### src/rtl/imem_access_stage.sv
// -----------------------------------------------------------------------------
// imem_access_stage
//
// Memory-access pipeline stage placed directly after execute. It accepts one
// execute bundle per transaction and does three things with it:
//   * resolves the branch decision and emits a one-cycle pc_src pulse together
//     with the registered branch target,
//   * for loads and stores at an aligned address, runs a req/ack handshake on
//     the data-memory port and waits in BUSY (stalling upstream) until the ack
//     arrives or the timeout expires,
//   * produces a registered, one-cycle write-back bundle for the register file.
// A misaligned memory access or a memory timeout sets the sticky bus_error flag
// and produces a write-back pulse whose register write is suppressed.
//
// Parameters:
//   WORD     datapath width
//   TIMEOUT  maximum BUSY cycles without mem_ack before the access is aborted
//
// Ports:
//   clk, reset                  clock, asynchronous active-high reset
//   valid_in                    execute bundle valid
//   alu_result, store_data      address / ALU result and store data
//   branch_target, zero         branch target and execute zero flag
//   mem_read, mem_write         load / store request (both high = store)
//   branch, uncond_branch       CBZ / B
//   mem_to_reg, reg_write       write-back control
//   write_reg                   destination register index
//   stall                       high while BUSY; upstream holds its bundle
//   pc_src, pc_target           one-cycle take-branch pulse and its target
//   mem_req, mem_we             data-memory request and write enable
//   mem_addr, mem_wdata         request address and write data
//   mem_ack, mem_rdata          memory completion and load data
//   wb_valid                    one-cycle write-back pulse
//   wb_data, wb_reg_write       write-back data and qualified register write
//   wb_reg                      write-back destination index
//   bus_error                   sticky error flag, cleared only by reset
// -----------------------------------------------------------------------------
module imem_access_stage #(
  parameter int WORD    = 64,
  parameter int TIMEOUT = 16
) (
  input  logic            clk,
  input  logic            reset,
  input  logic            valid_in,
  input  logic [WORD-1:0] alu_result,
  input  logic [WORD-1:0] store_data,
  input  logic [WORD-1:0] branch_target,
  input  logic            zero,
  input  logic            mem_read,
  input  logic            mem_write,
  input  logic            branch,
  input  logic            uncond_branch,
  input  logic            mem_to_reg,
  input  logic            reg_write,
  input  logic [4:0]      write_reg,
  output logic            stall,
  output logic            pc_src,
  output logic [WORD-1:0] pc_target,
  output logic            mem_req,
  output logic            mem_we,
  output logic [WORD-1:0] mem_addr,
  output logic [WORD-1:0] mem_wdata,
  input  logic            mem_ack,
  input  logic [WORD-1:0] mem_rdata,
  output logic            wb_valid,
  output logic [WORD-1:0] wb_data,
  output logic            wb_reg_write,
  output logic [4:0]      wb_reg,
  output logic            bus_error
);

  typedef enum logic {
    IDLE = 1'b0,
    BUSY = 1'b1
  } state_t;

  // Counter only has to reach TIMEOUT-1; keep at least one bit for TIMEOUT=1.
  localparam int            CW       = (TIMEOUT > 1) ? $clog2(TIMEOUT) : 1;
  localparam logic [CW-1:0] CNT_LAST = CW'(TIMEOUT - 1);

  state_t          state;
  state_t          state_nxt;
  logic [CW-1:0]   cnt;

  // Decoded per-cycle events.
  logic            accept;        // bundle taken this edge
  logic            is_mem;        // load or store
  logic            aligned;       // 8-byte aligned address
  logic            ack_done;      // BUSY and memory acknowledged
  logic            timeout_done;  // BUSY, no ack, last allowed cycle

  // Fields of the accepted bundle needed when the memory access completes.
  logic [WORD-1:0] cap_alu;
  logic            cap_mem_to_reg;
  logic            cap_reg_write;

  // ---------------------------------------------------------------------------
  // State register
  // ---------------------------------------------------------------------------
  // NOTE: state-holding processes use non-blocking assignments so every
  // register samples the pre-edge values, independent of process order.
  always_ff @(posedge clk or posedge reset) begin
    if (reset) begin
      state <= IDLE;
    end else begin
      state <= state_nxt;
    end
  end

  // ---------------------------------------------------------------------------
  // Next-state logic
  // ---------------------------------------------------------------------------
  // NOTE: every combinational output gets a default before the case so no
  // path leaves it unassigned, which would otherwise infer a latch.
  always_comb begin
    state_nxt = state;
    case (state)
      IDLE: begin
        if (accept && is_mem && aligned) begin
          state_nxt = BUSY;
        end
      end
      BUSY: begin
        if (ack_done || timeout_done) begin
          state_nxt = IDLE;
        end
      end
      default: state_nxt = IDLE;
    endcase
  end

  // ---------------------------------------------------------------------------
  // Output / decode logic
  // ---------------------------------------------------------------------------
  always_comb begin
    stall        = (state == BUSY);
    accept       = (state == IDLE) && valid_in;
    is_mem       = mem_read | mem_write;
    aligned      = (alu_result[2:0] == 3'b000);
    ack_done     = (state == BUSY) && mem_ack;
    // An ack in the last allowed cycle is a normal completion, so the timeout
    // only fires when mem_ack is low.
    timeout_done = (state == BUSY) && !mem_ack && (cnt == CNT_LAST);
  end

  // ---------------------------------------------------------------------------
  // Timeout counter: cleared on accept, counts BUSY cycles without an ack.
  // ---------------------------------------------------------------------------
  always_ff @(posedge clk or posedge reset) begin
    if (reset) begin
      cnt <= '0;
    end else if (accept) begin
      cnt <= '0;
    end else if ((state == BUSY) && !mem_ack && !timeout_done) begin
      cnt <= cnt + CW'(1);
    end
  end

  // ---------------------------------------------------------------------------
  // Captured bundle fields used at memory completion
  // ---------------------------------------------------------------------------
  always_ff @(posedge clk or posedge reset) begin
    if (reset) begin
      cap_alu        <= '0;
      cap_mem_to_reg <= 1'b0;
      cap_reg_write  <= 1'b0;
    end else if (accept) begin
      cap_alu        <= alu_result;
      cap_mem_to_reg <= mem_to_reg;
      cap_reg_write  <= reg_write;
    end
  end

  // ---------------------------------------------------------------------------
  // Branch resolution: registered one-cycle pulse on the accept edge,
  // independent of any memory outcome.
  // ---------------------------------------------------------------------------
  always_ff @(posedge clk or posedge reset) begin
    if (reset) begin
      pc_src    <= 1'b0;
      pc_target <= '0;
    end else begin
      pc_src <= 1'b0;
      if (accept) begin
        pc_src    <= uncond_branch | (branch & zero);
        pc_target <= branch_target;
      end
    end
  end

  // ---------------------------------------------------------------------------
  // Data-memory request port. Address and data stay stable while mem_req is
  // high because they are only loaded on accept, which cannot happen in BUSY.
  // ---------------------------------------------------------------------------
  always_ff @(posedge clk or posedge reset) begin
    if (reset) begin
      mem_req   <= 1'b0;
      mem_we    <= 1'b0;
      mem_addr  <= '0;
      mem_wdata <= '0;
    end else if (accept && is_mem && aligned) begin
      mem_req   <= 1'b1;
      mem_we    <= mem_write;
      mem_addr  <= alu_result;
      mem_wdata <= store_data;
    end else if (ack_done || timeout_done) begin
      mem_req <= 1'b0;
      mem_we  <= 1'b0;
    end
  end

  // ---------------------------------------------------------------------------
  // Write-back bundle and sticky error flag
  // ---------------------------------------------------------------------------
  always_ff @(posedge clk or posedge reset) begin
    if (reset) begin
      wb_valid     <= 1'b0;
      wb_data      <= '0;
      wb_reg_write <= 1'b0;
      wb_reg       <= '0;
      bus_error    <= 1'b0;
    end else begin
      wb_valid <= 1'b0;
      if (accept) begin
        wb_reg <= write_reg;
        if (!is_mem) begin
          wb_valid     <= 1'b1;
          wb_data      <= alu_result;
          wb_reg_write <= reg_write;
        end else if (!aligned) begin
          // Misaligned access: no request, retire immediately without a write.
          wb_valid     <= 1'b1;
          wb_data      <= alu_result;
          wb_reg_write <= 1'b0;
          bus_error    <= 1'b1;
        end
      end else if (ack_done) begin
        wb_valid     <= 1'b1;
        wb_data      <= cap_mem_to_reg ? mem_rdata : cap_alu;
        wb_reg_write <= cap_reg_write;
      end else if (timeout_done) begin
        wb_valid     <= 1'b1;
        wb_data      <= cap_alu;
        wb_reg_write <= 1'b0;
        bus_error    <= 1'b1;
      end
    end
  end

endmodule

### config.mk
export PLATFORM = sky130hd
export DESIGN_NAME = imem_access_stage
export DESIGN_NICKNAME = d
export VERILOG_FILES = /design/src/rtl/imem_access_stage.sv
export SDC_FILE = /design/constraint.sdc
export NUM_CORES = 1
export LEC_CHECK = 0
export CAP_MARGIN = 20
export CORE_AREA = 2 2 212 214
export DETAILED_ROUTE_END_ITERATION = 8
export DIE_AREA = 0 0 214 216
export SLEW_MARGIN = 20
export SYNTH_ARGS = -nofsm -noshare
export SYNTH_HDL_FRONTEND = slang
export SYNTH_SLANG_ARGS = --single-unit
export TNS_END_PERCENT = 30
### constraint.sdc
create_clock -name clk -period 25.7 [get_ports clk]
set_input_delay 5.14 -clock clk [delete_from_list [all_inputs] [get_ports clk]]
set_output_delay 5.14 -clock clk [all_outputs]
set_load 0.05 [all_outputs]
==> results of run 1 <==
## power by group
| group | internal [W] | total, W | switching, W |
|---|---|---|---|
| sequential | 0.000628 | 0.000684 | 0.0000559 |
| combinational | 0.000266 | 0.000704 | 0.000437 |
| clock | 0.000351 | 0.000568 | 0.000217 |
| total | 0.00125 | 0.00196 | 0.000710 |
## metal layers
layer	global-route usage, %	part of all wire [%]
met5	0	0
met4	5.43	2.1
met3	6.03	7.6
met2	31.8	49
met1	23.0	42
## synthesized netlist by cell type
| cell type | n |
|---|---|
| a21o_1 | 1 |
| a21oi_1 | 57 |
| a22o_1 | 54 |
| a32o_1 | 1 |
| and2_1 | 1 |
| and3_1 | 3 |
| buf_1 | 3 |
| buf_12 | 11 |
| buf_2 | 16 |
| buf_4 | 1 |
| buf_6 | 6 |
| clkbuf_1 | 35 |
| dfrtp_1 | 338 |
| ha_1 | 1 |
| inv_1 | 56 |
| mux2_1 | 6 |
| mux2_2 | 19 |
| mux2_4 | 100 |
| mux2i_1 | 54 |
| nand2_1 | 430 |
| nand2b_1 | 1 |
| nand3_1 | 16 |
| nor2_1 | 7 |
| nor2_2 | 1 |
| nor2_8 | 1 |
| nor2b_1 | 5 |
| o211ai_1 | 1 |
| o21a_1 | 3 |
| o21ai_0 | 2 |
| o21bai_1 | 1 |
| o221a_2 | 10 |
| or2_4 | 1 |
| or3_4 | 1 |
| xor2_1 | 3 |
## cells in the final DEF (no fill, tap or decap), drive strengths merged
| cell | synthesis | routed |
|---|---|---|
| o221a | 10 | 10 |
| clkbuf | 35 | 61 |
| clkdlybuf4s50 | 0 | 539 |
| buf | 37 | 12 |
| or3 | 1 | 1 |
| and2 | 1 | 1 |
| xor2 | 3 | 3 |
| o211ai | 1 | 1 |
| dfrtp | 338 | 338 |
| nand3 | 16 | 16 |
| nor2b | 5 | 5 |
| nand2b | 1 | 1 |
| ha | 1 | 1 |
| a21oi | 57 | 57 |
| o21ai | 2 | 2 |
| o21bai | 1 | 1 |
| clkinv | 0 | 2 |
| and3 | 3 | 3 |
| diode | 0 | 3 |
| inv | 56 | 56 |
| bufinv | 0 | 3 |
| nand2 | 430 | 430 |
| a22o | 54 | 54 |
| mux2i | 54 | 54 |
| mux2 | 125 | 125 |
| nor2 | 9 | 9 |
| a21o | 1 | 1 |
| a32o | 1 | 1 |
| o21a | 3 | 3 |
| or2 | 1 | 1 |
## cell families after synthesis
group / Yosys count / synth area share, %
and+or+nand+nor: 467 / 12.8
buffers and inverters: 128 / 5.09
adders and majority gates: 1 / 0.0874
DFF: 338 / 59.1
muxes: 179 / 16.2
xor gates and xnor gates: 3 / 0.184
AOI/OAI and AO/OA: 130 / 6.54
## worst register-to-register path: cells and delay by family, from the launching register on
| family | cells | cell delay (ns) |
|---|---|---|
| buf+inv | 1 | 0.89 |
| flops | 1 | 0.50 |
| mux | 1 | 0.42 |
| simple gates | 2 | 1.53 |
## cell type report
type                    count  area (µm²)  share of cell area, %
diodes                      3        7.51                 0.0351
flip-flops and latches    338        8460                   39.6
clock buffers              61        1210                   5.66
multi-input cells         780        5160                   24.1
inverters                  56         218                   1.02
repair buffers            551        5490                   25.7
clock inverters             5         100                  0.468
well taps                 592         741                   3.46
## final timing paths
| path | start | to | slack (ns) | cells past startpoint |
|---|---|---|---|---|
| setup / recovery | valid_in | mem_addr[25] | 17.71 | 5 |
| max in group asynchronous | reset | cap_alu[50] | 18.21 | 4 |
| hold / removal | cap_alu[52] | cap_alu[52] | 0.47 | 2 |
| setup reg to reg | stall | mem_addr[25] | 22.24 | 4 |
| hold reg to reg | cap_alu[52] | cap_alu[52] | 0.47 | 2 |
| min in group asynchronous | reset | pc_target[53] | 5.15 | 2 |
## per-stage QoR
stage / power, W / hold WS, ns
after floorplan: 0.00113 / 0.446
after global placement: 0.00139 / 0.457
after detailed placement: 0.00140 / 0.461
after CTS: 0.00198 / 0.476
after global routing: 0.00204 / 0.493
final: 0.00196 / 0.470
==> impl_metrics.csv, run 1 <==
group,metric,value,unit
layout,fin_area,21400,µm²
synth,synthCells,1246,
timing,slew_headroom,33.5,%
pwr,power_density,91.5,nW/µm²
floorplan,die_y,216,µm
place,dp_hpwl,30700,µm
place,place_inst,2317,
timing,period_minus_slack,7.99,ns
synth,synth-seq-cells,338,
cts,cts_root_buf,"clkbuf_16",
timing,clock.fmax,0.125,GHz
routing,avgViaCountPerCell,4.55,
worst_setup_path,start_kind,"input port",
worst_setup_path,worst_path_max_delay_cell,"nor2_8",
worst_setup_path,worstSetupEndpointType,"register",
worst_setup_path,crit_type,"in2reg",
timing,finalWorstSetupSlack,17.71,ns
layout,nets,2038,
worst_setup_path,path_delay_family,"simple AND/OR/NAND/NOR gates",
routing,drt_iter0_drc,595,
grt,globalRouteTotalUtil,18.8,%
routing,vias,10900,
synth,ys.warnings.count,0,
status,status,"complete, no violations",
pwr,vdd_drop_max,0.0495,mV
grt,grt_pass1_vias,11600,
place,dp_slack,17.07,ns
floorplan,die_x,214,µm
job,maxCapViolCount,0,
grt,antenna_found_initial,2,
cts,cts_tree,"yes",
floorplan,die_area,46200,µm²
layout,drive_above_1_share,11.6,%
cts,cts_resized,0,
cts,ctsHoldBuffers,0,
layout,fin_cells,2386,
cts,insertion_delay,0.54,ns
worst_setup_path,path_max_fanout,71,
timing,tightest_slew,0.998,ns
synth,synth_top_area_share,59.1,%
synth,synth_seq_area_share,59.1,%
grt,grt_max_degree,117,
pwr,power_leakage,9.88,nW
timing,grt_setup_unrepaired,"false",
floorplan,core_area,43800,µm²
synth,synth_area,14300,µm²
worst_setup_path,worstPathRequired,26.12,ns
floorplan,initial_core_util,32.7,%
routing,drt_wl_total,43900,µm
routing,avgRoutedWirePerCell,18.4,µm
timing,period_share,31.1,%
cts,clock-sinks,338,
place,dpl_cell_area,20100,µm²
timing,hold_viol,0,
layout,finish.utilization,48.8,%
worst_setup_path,crit_path_cell_trace,"clkdlybuf4s50_1 -> nand2b_4 -> nor2_8 -> buf_4 -> mux2_4",
synth,synth_cell_type_count,34,
synth,synth_area_leaders,"dfrtp_1 (59%), nand2_1 (11%), mux2_4 (10%)",
place,io_buffers,539,
synth,yosysTopAreaCell,"dfrtp_1",
layout,layout-area-overhead-vs-synth,49.4,%
cts,clk_pin_slew,0.06,ns
place,gp_congestion,0.795,
cts,max-clock-path-buffers,3,
min_path,hold_class,"reg2reg",
layout,fillers,3983,
floorplan,io_pins,540,
floorplan,rows,77,
timing,skew,0.00807,ns
routing,dr.pass1.iters,4,
synth,synth.net_count,1519,
grt,grt_pass1_wl,68500,µm
worst_setup_path,critPathArrivalTime,8.41,ns
timing,setup_violations,0,
timing,maxSlewViolCount,0,
worst_setup_path,path_buf_inv,2,
cts,htreeDepth,2,
routing,drcViolationCount,0,
routing,antenna_left,0,
synth,synth_area_per_cell,11.5,µm²
worst_setup_path,cpPeakStageDelay,0.91,ns
cts,postCtsSetupBuffers,0,
grt,grt.overflow.total,0,
cts,cts_buffers,38,
timing,finalSetupTns,0,ns
No activity file was read; power rests on OpenSTA's default activity.
==> run 2: changes to the inputs <==
Settings changed: CORE_AREA 2 2 212 214 to 2 2 210 212, DIE_AREA 0 0 214 216 to 0 0 212 214, PLACE_DENSITY from default to 0.66.
Clock period 25.7 ns to 7.2 ns, I/O delays scaled along.
==> run 2 against run 1 <==
  * Worst hold slack gained 0.0024 ns
  * Sequential share of layout area grew 0.072 points
  * Routed wire length is 0.33% lower
  * Global-route usage grew 0.44 points
  * Register-to-register slack worse by 18 ns
  * Via count is 0.68% higher
  * Non-clock buffer count grew 2
==> impl_metrics.csv, run 2 (synthesized netlist as in run 1, its figures left out) <==
group,metric,value,unit
timing,period_share,55.2,%
layout,multi_input_area,5160,µm²
min_path,min_path_cells,1,
place,place_inst,2312,
worst_setup_path,worstSetupEndpointType,"register",
layout,layout-area-overhead-vs-synth,49.1,%
routing,drt_iter0_drc,474,
worst_setup_path,worstPathRequired,7.61,ns
layout,layout_common_cells,"clkdlybuf4s50_1 (539), nand2_1 (430), dfrtp_1 (338), mux2_4 (100), a21oi_1 (57)",
layout,fin_cells,2379,
worst_setup_path,path_max_fanout,98,
grt,grt_pass1_vias,11700,
pwr,power_density,323,nW/µm²
grt,globalRouteTotalUtil,19.3,%
worst_setup_path,critPathArrivalTime,4.39,ns
floorplan,io_pins,540,
timing,hold_viol,0,
grt,grt.overflow.total,0,
grt,grt_max_degree,126,
routing,avgRoutedWirePerCell,18.4,µm
timing,slew_headroom,35.2,%
cts,cts_resized,0,
routing,dr.pass1.iters,4,
worst_setup_path,setup.reg_to_reg.worst_slack,4.56,ns
cts,cts_tree,"yes",
pwr,vdd_drop_max,0.220,mV
worst_setup_path,rr_worst_depth,4,
routing,drcViolationCount,0,
timing,maxSlewViolCount,0,
worst_setup_path,crit_type,"in2reg",
layout,nets,2040,
layout,fin_area,21300,µm²
place,dpl_cell_area,20100,µm²
timing,skew,0.00892,ns
floorplan,die_y,214,µm
routing,drt_wl_total,43800,µm
min_path,hold_path_end,"bus_error",
cts,clk_pin_slew,0.06,ns
floorplan,rows,76,
layout,drive_above_1_share,11.7,%
floorplan,initial_core_util,33.4,%
timing,timing.hold.ws,0.473,ns
cts,clock-sinks,338,
cts,max-clock-path-buffers,3,
cts,cts_root_buf,"clkbuf_16",
place,gp_congestion,0.787,
place,io_buffers,539,
grt,antenna_found_initial,3,
job,maxCapViolCount,0,
timing,clock.fmax,0.251,GHz
floorplan,die_area,45400,µm²
cts,insertion_delay,0.54,ns
timing,tightest_slew,0.971,ns
worst_setup_path,start_kind,"input port",
routing,antenna_left,0,
routing,vias,10900,
worst_setup_path,reg2reg_to,"mem_wdata[9]",
routing,avgViaCountPerCell,4.60,
timing,finalSetupTns,0,ns
timing,grt_setup_unrepaired,"false",
cts,postCtsSetupBuffers,0,
cts,cts_buffers,38,
status,status,"complete, no violations",
timing,setup_violations,0,
layout,fillers,3804,
floorplan,core_area,42900,µm²
layout,final_common_cell,"clkdlybuf4s50_1",
place,dp_hpwl,30800,µm
cts,htreeDepth,2,
min_path,worstHoldStart,"bus_error",
floorplan,die_x,212,µm
min_path,hold_class,"reg2reg",
worst_setup_path,regToRegStartpoint,"stall",
grt,grt_pass1_wl,68200,µm
timing,period_minus_slack,3.98,ns
layout,seq_area,8460,µm²
pwr,power_leakage,9.86,nW
cts,ctsHoldBuffers,0,
==> run 2: layer usage <==
metal | vias to the layer above | part of all wire, % | global-route usage, %
met3 | 56 | 9.1 | 6.41
met1 | 5338 | 40 | 23.4
met4 | 0 | 2.4 | 6.29
met5 | - | 0 | 0
li1 | 5129 | - | -
met2 | 410 | 48 | 32.1
==> run 2: critical path, stage by stage <==
cell	delay, ns
clkdlybuf4s50_1	0.46
or3_4	0.43
or2_4	0.27
nor2_8	0.63
buf_12	0.55
mux2_2	0.42
==> run 2: how the worst max path moves through the flow <==
stage / from / end / slack [ns] / depth (start not counted)
CTS: alu_result[0] / mem_wdata[9] / 3.26 / 6
detailed placement: alu_result[0] / mem_wdata[9] / 2.66 / 6
global route: alu_result[0] / mem_wdata[12] / 3.14 / 6
finish: alu_result[0] / mem_wdata[9] / 3.22 / 6
floorplan: reset / bus_error / 1.24 / 1
global placement: alu_result[0] / mem_wdata[12] / 2.72 / 6
==> run 2: metrics by stage <==
stage | worst slack [ns] | util [%] | total power [W]
floorplan | 1.24 | - | 0.00404
global placement | 2.72 | 46.8 | 0.00497
detailed placement | 2.66 | 46.8 | 0.00500
CTS | 3.26 | 49.8 | 0.00698
global route | 3.14 | 49.8 | 0.00720
finish | 3.22 | 49.8 | 0.00690
==> run 2: area by class of cell <==
class,instances,share of cell area (%)
flip-flops and latches,338,39.6
repair buffers,553,25.9
multi-input cells,780,24.2
clock buffers,59,5.59
well taps,585,3.43
inverters,56,1.00
clock inverters,6,0.270
diodes,2,0.0235
==> run 2: power by group <==
part | switching (W) | internal, W
Sequential | 0.000198 | 0.00224
Combinational | 0.00156 | 0.000951
Clock | 0.000769 | 0.00117
==> run 3: changes to the inputs <==
Settings changed: PLACE_DENSITY 0.66 to default.
Clock period 7.2 ns to 3.8 ns, I/O delays scaled along.
==> run 3 against run 2 <==
  * Global-route usage up 0.69 points
  * Highest routed layer is now met5
  * Largest cell class unchanged
  * Critical path depth down 5
  * Cell area up 1.1%
  * Sequential share of layout area down 0.43 points
  * Count of clock-buffer cells in the layout down 1
  * First-iteration DRC count up 31%
  * Worst hold slack worse by 0.0029 ns
  * Die area unchanged
  * Critical endpoint is now stall
  * Register-to-register slack worse by 2.9 ns
  * Via count up 0.48%
  * Final cell count up 0.42%
  * Clock power up 100%
==> impl_metrics.csv, run 3 (synthesized netlist as in run 1, its figures left out) <==
group,metric,value,unit
pwr,vdd_drop_max,0.360,mV
layout,nets,2050,
timing,tightest_slew,0.899,ns
pwr,power_switching,0.00488,W
pwr,sw_frac_of_total,36.4,%
cts,cts_resized,0,
cts,insertion_delay,0.54,ns
layout,layout_common_cells,"clkdlybuf4s50_1 (539), nand2_1 (430), dfrtp_1 (338), mux2_4 (100), a21oi_1 (57)",
timing,setup_violations,0,
worst_setup_path,worst_path_max_delay_cell,"clkdlybuf4s50_1",
timing,period_share,72.6,%
timing,grt_setup_unrepaired,"false",
worst_setup_path,worstSetupEndpointType,"output port",
routing,antenna_left,0,
timing,slew_headroom,40.1,%
timing,skew,0.0109,ns
worst_setup_path,critPathArrivalTime,2.00,ns
worst_setup_path,start_kind,"register",
routing,vias,11000,
pwr,power_density,621,nW/µm²
min_path,hold_class,"reg2reg",
routing,drt_iter0_drc,620,
timing,timing.hold.ws,0.470,ns
grt,grt_pass1_wl,70100,µm
cts,cts_root_buf,"clkbuf_16",
timing,hold_viol,0,
cts,clock-sinks,338,
cts,clk_pin_slew,0.06,ns
layout,drive_above_1_share,12.4,%
worst_setup_path,crit_path_cell_trace,"clkdlybuf4s50_1",
grt,grt_max_degree,94,
routing,drt_wl_total,45400,µm
pwr,finalPower,0.0134,W
job,maxCapViolCount,0,
floorplan,die_x,212,µm
timing,clock.fmax,0.363,GHz
grt,antenna_found_initial,1,
status,status,"complete, no violations",
pwr,pwr-share-seq,34.6,%
place,place_inst,2320,
worst_setup_path,path_delay_family,"buffers and inverters",
place,gp_congestion,0.783,
timing,period_minus_slack,2.76,ns
pwr,pwr-share-clk,29.6,%
layout,fin_area,21600,µm²
floorplan,die_y,214,µm
timing,maxSlewViolCount,0,
pwr,p_comb_share,35.8,%
routing,drcViolationCount,0,
cts,cts_tree,"yes",
pwr,power_leakage,9.98,nW
worst_setup_path,crit_type,"reg2out",
layout,final_common_cell,"clkdlybuf4s50_1",
layout,layout-area-overhead-vs-synth,50.7,%
grt,grt_pass1_vias,11600,
cts,max-clock-path-buffers,3,
grt,globalRouteTotalUtil,19.9,%
worst_setup_path,worstPathRequired,3.04,ns
layout,n_antenna_cell,0,
routing,avgViaCountPerCell,4.60,
cts,ctsHoldBuffers,0,
worst_setup_path,path_max_fanout,9,
worst_setup_path,cpPeakStageDelay,0.92,ns
worst_setup_path,path_buf_inv,1,
grt,grt.overflow.total,0,
pwr,p_int,0.00851,W
routing,dr.pass1.iters,4,
timing,finalSetupTns,0,ns
floorplan,core_area,42900,µm²
floorplan,initial_core_util,33.4,%
floorplan,io_pins,540,
layout,fin_cells,2389,
floorplan,die_area,45400,µm²
floorplan,rows,76,
place,io_buffers,539,
place,dp_hpwl,32000,µm
cts,cts_buffers,40,
routing,avgRoutedWirePerCell,19.0,µm
cts,postCtsSetupBuffers,0,
cts,htreeDepth,2,
place,dpl_cell_area,20200,µm²
[run 3: changes by cell type in the layout (fill, tap and decap cells not counted), moves of 2 or more]
cell       change
buf_12         +6
buf_4          +2
bufinv_16      +3
clkbuf_1       -2
clkinv_2       +3
diode_2        -2
[run 3: layer usage]
| layer | up-vias | routed length [µm] | GRT usage [%] |
|---|---|---|---|
| li1 | 5140 | - | - |
| met5 | - | 17 | 0 |
| met4 | 2 | 910 | 5.80 |
| met3 | 57 | 3870 | 6.07 |
| met1 | 5402 | 18500 | 24.8 |
| met2 | 385 | 22100 | 33.3 |
[run 3: area by class of cell]
type / instances / area [µm²]
timing repair buffer: 561 / 5660
fill: 3834 / 21300
multi-input combinational: 780 / 5160
clock inverter: 11 / 155
tap: 585 / 732
sequential: 338 / 8460
clock buffer: 58 / 1200
inverter: 56 / 214
[run 3: final timing paths]
| path | start | end | slack [ns] | cells past startpoint |
|---|---|---|---|---|
| worst max-delay path | stall | stall | 1.04 | 1 |
| worst min-delay path | bus_error | bus_error | 0.47 | 1 |
| worst max register to register | stall | wb_data[27] | 1.67 | 5 |
| worst min register to register | bus_error | bus_error | 0.47 | 1 |
| max in group asynchronous | reset | cap_alu[33] | 2.23 | 4 |
| min in group asynchronous | reset | mem_wdata[63] | 0.60 | 2 |
[run 3: power by group through the flow]
stage | Clock (W) | Sequential, W | Combinational (W)
global placement | 0 | 0.00467 | 0.00480
detailed placement | 0 | 0.00468 | 0.00483
global route | 0.00423 | 0.00471 | 0.00501
CTS | 0.00409 | 0.00464 | 0.00484
finish | 0.00397 | 0.00463 | 0.00479
floorplan | 0 | 0.00664 | 0.00101
[run 3: per-stage QoR]
step / setup WS [ns] / utilization (%)
5_1_grt: 0.980 / 50.3
2_1_floorplan: -1.48 / -
4_1_cts: 1.00 / 50.3
3_5_place_dp: 0.697 / 47.1
6_report: 1.04 / 50.3
3_3_place_gp: 0.730 / 47.1
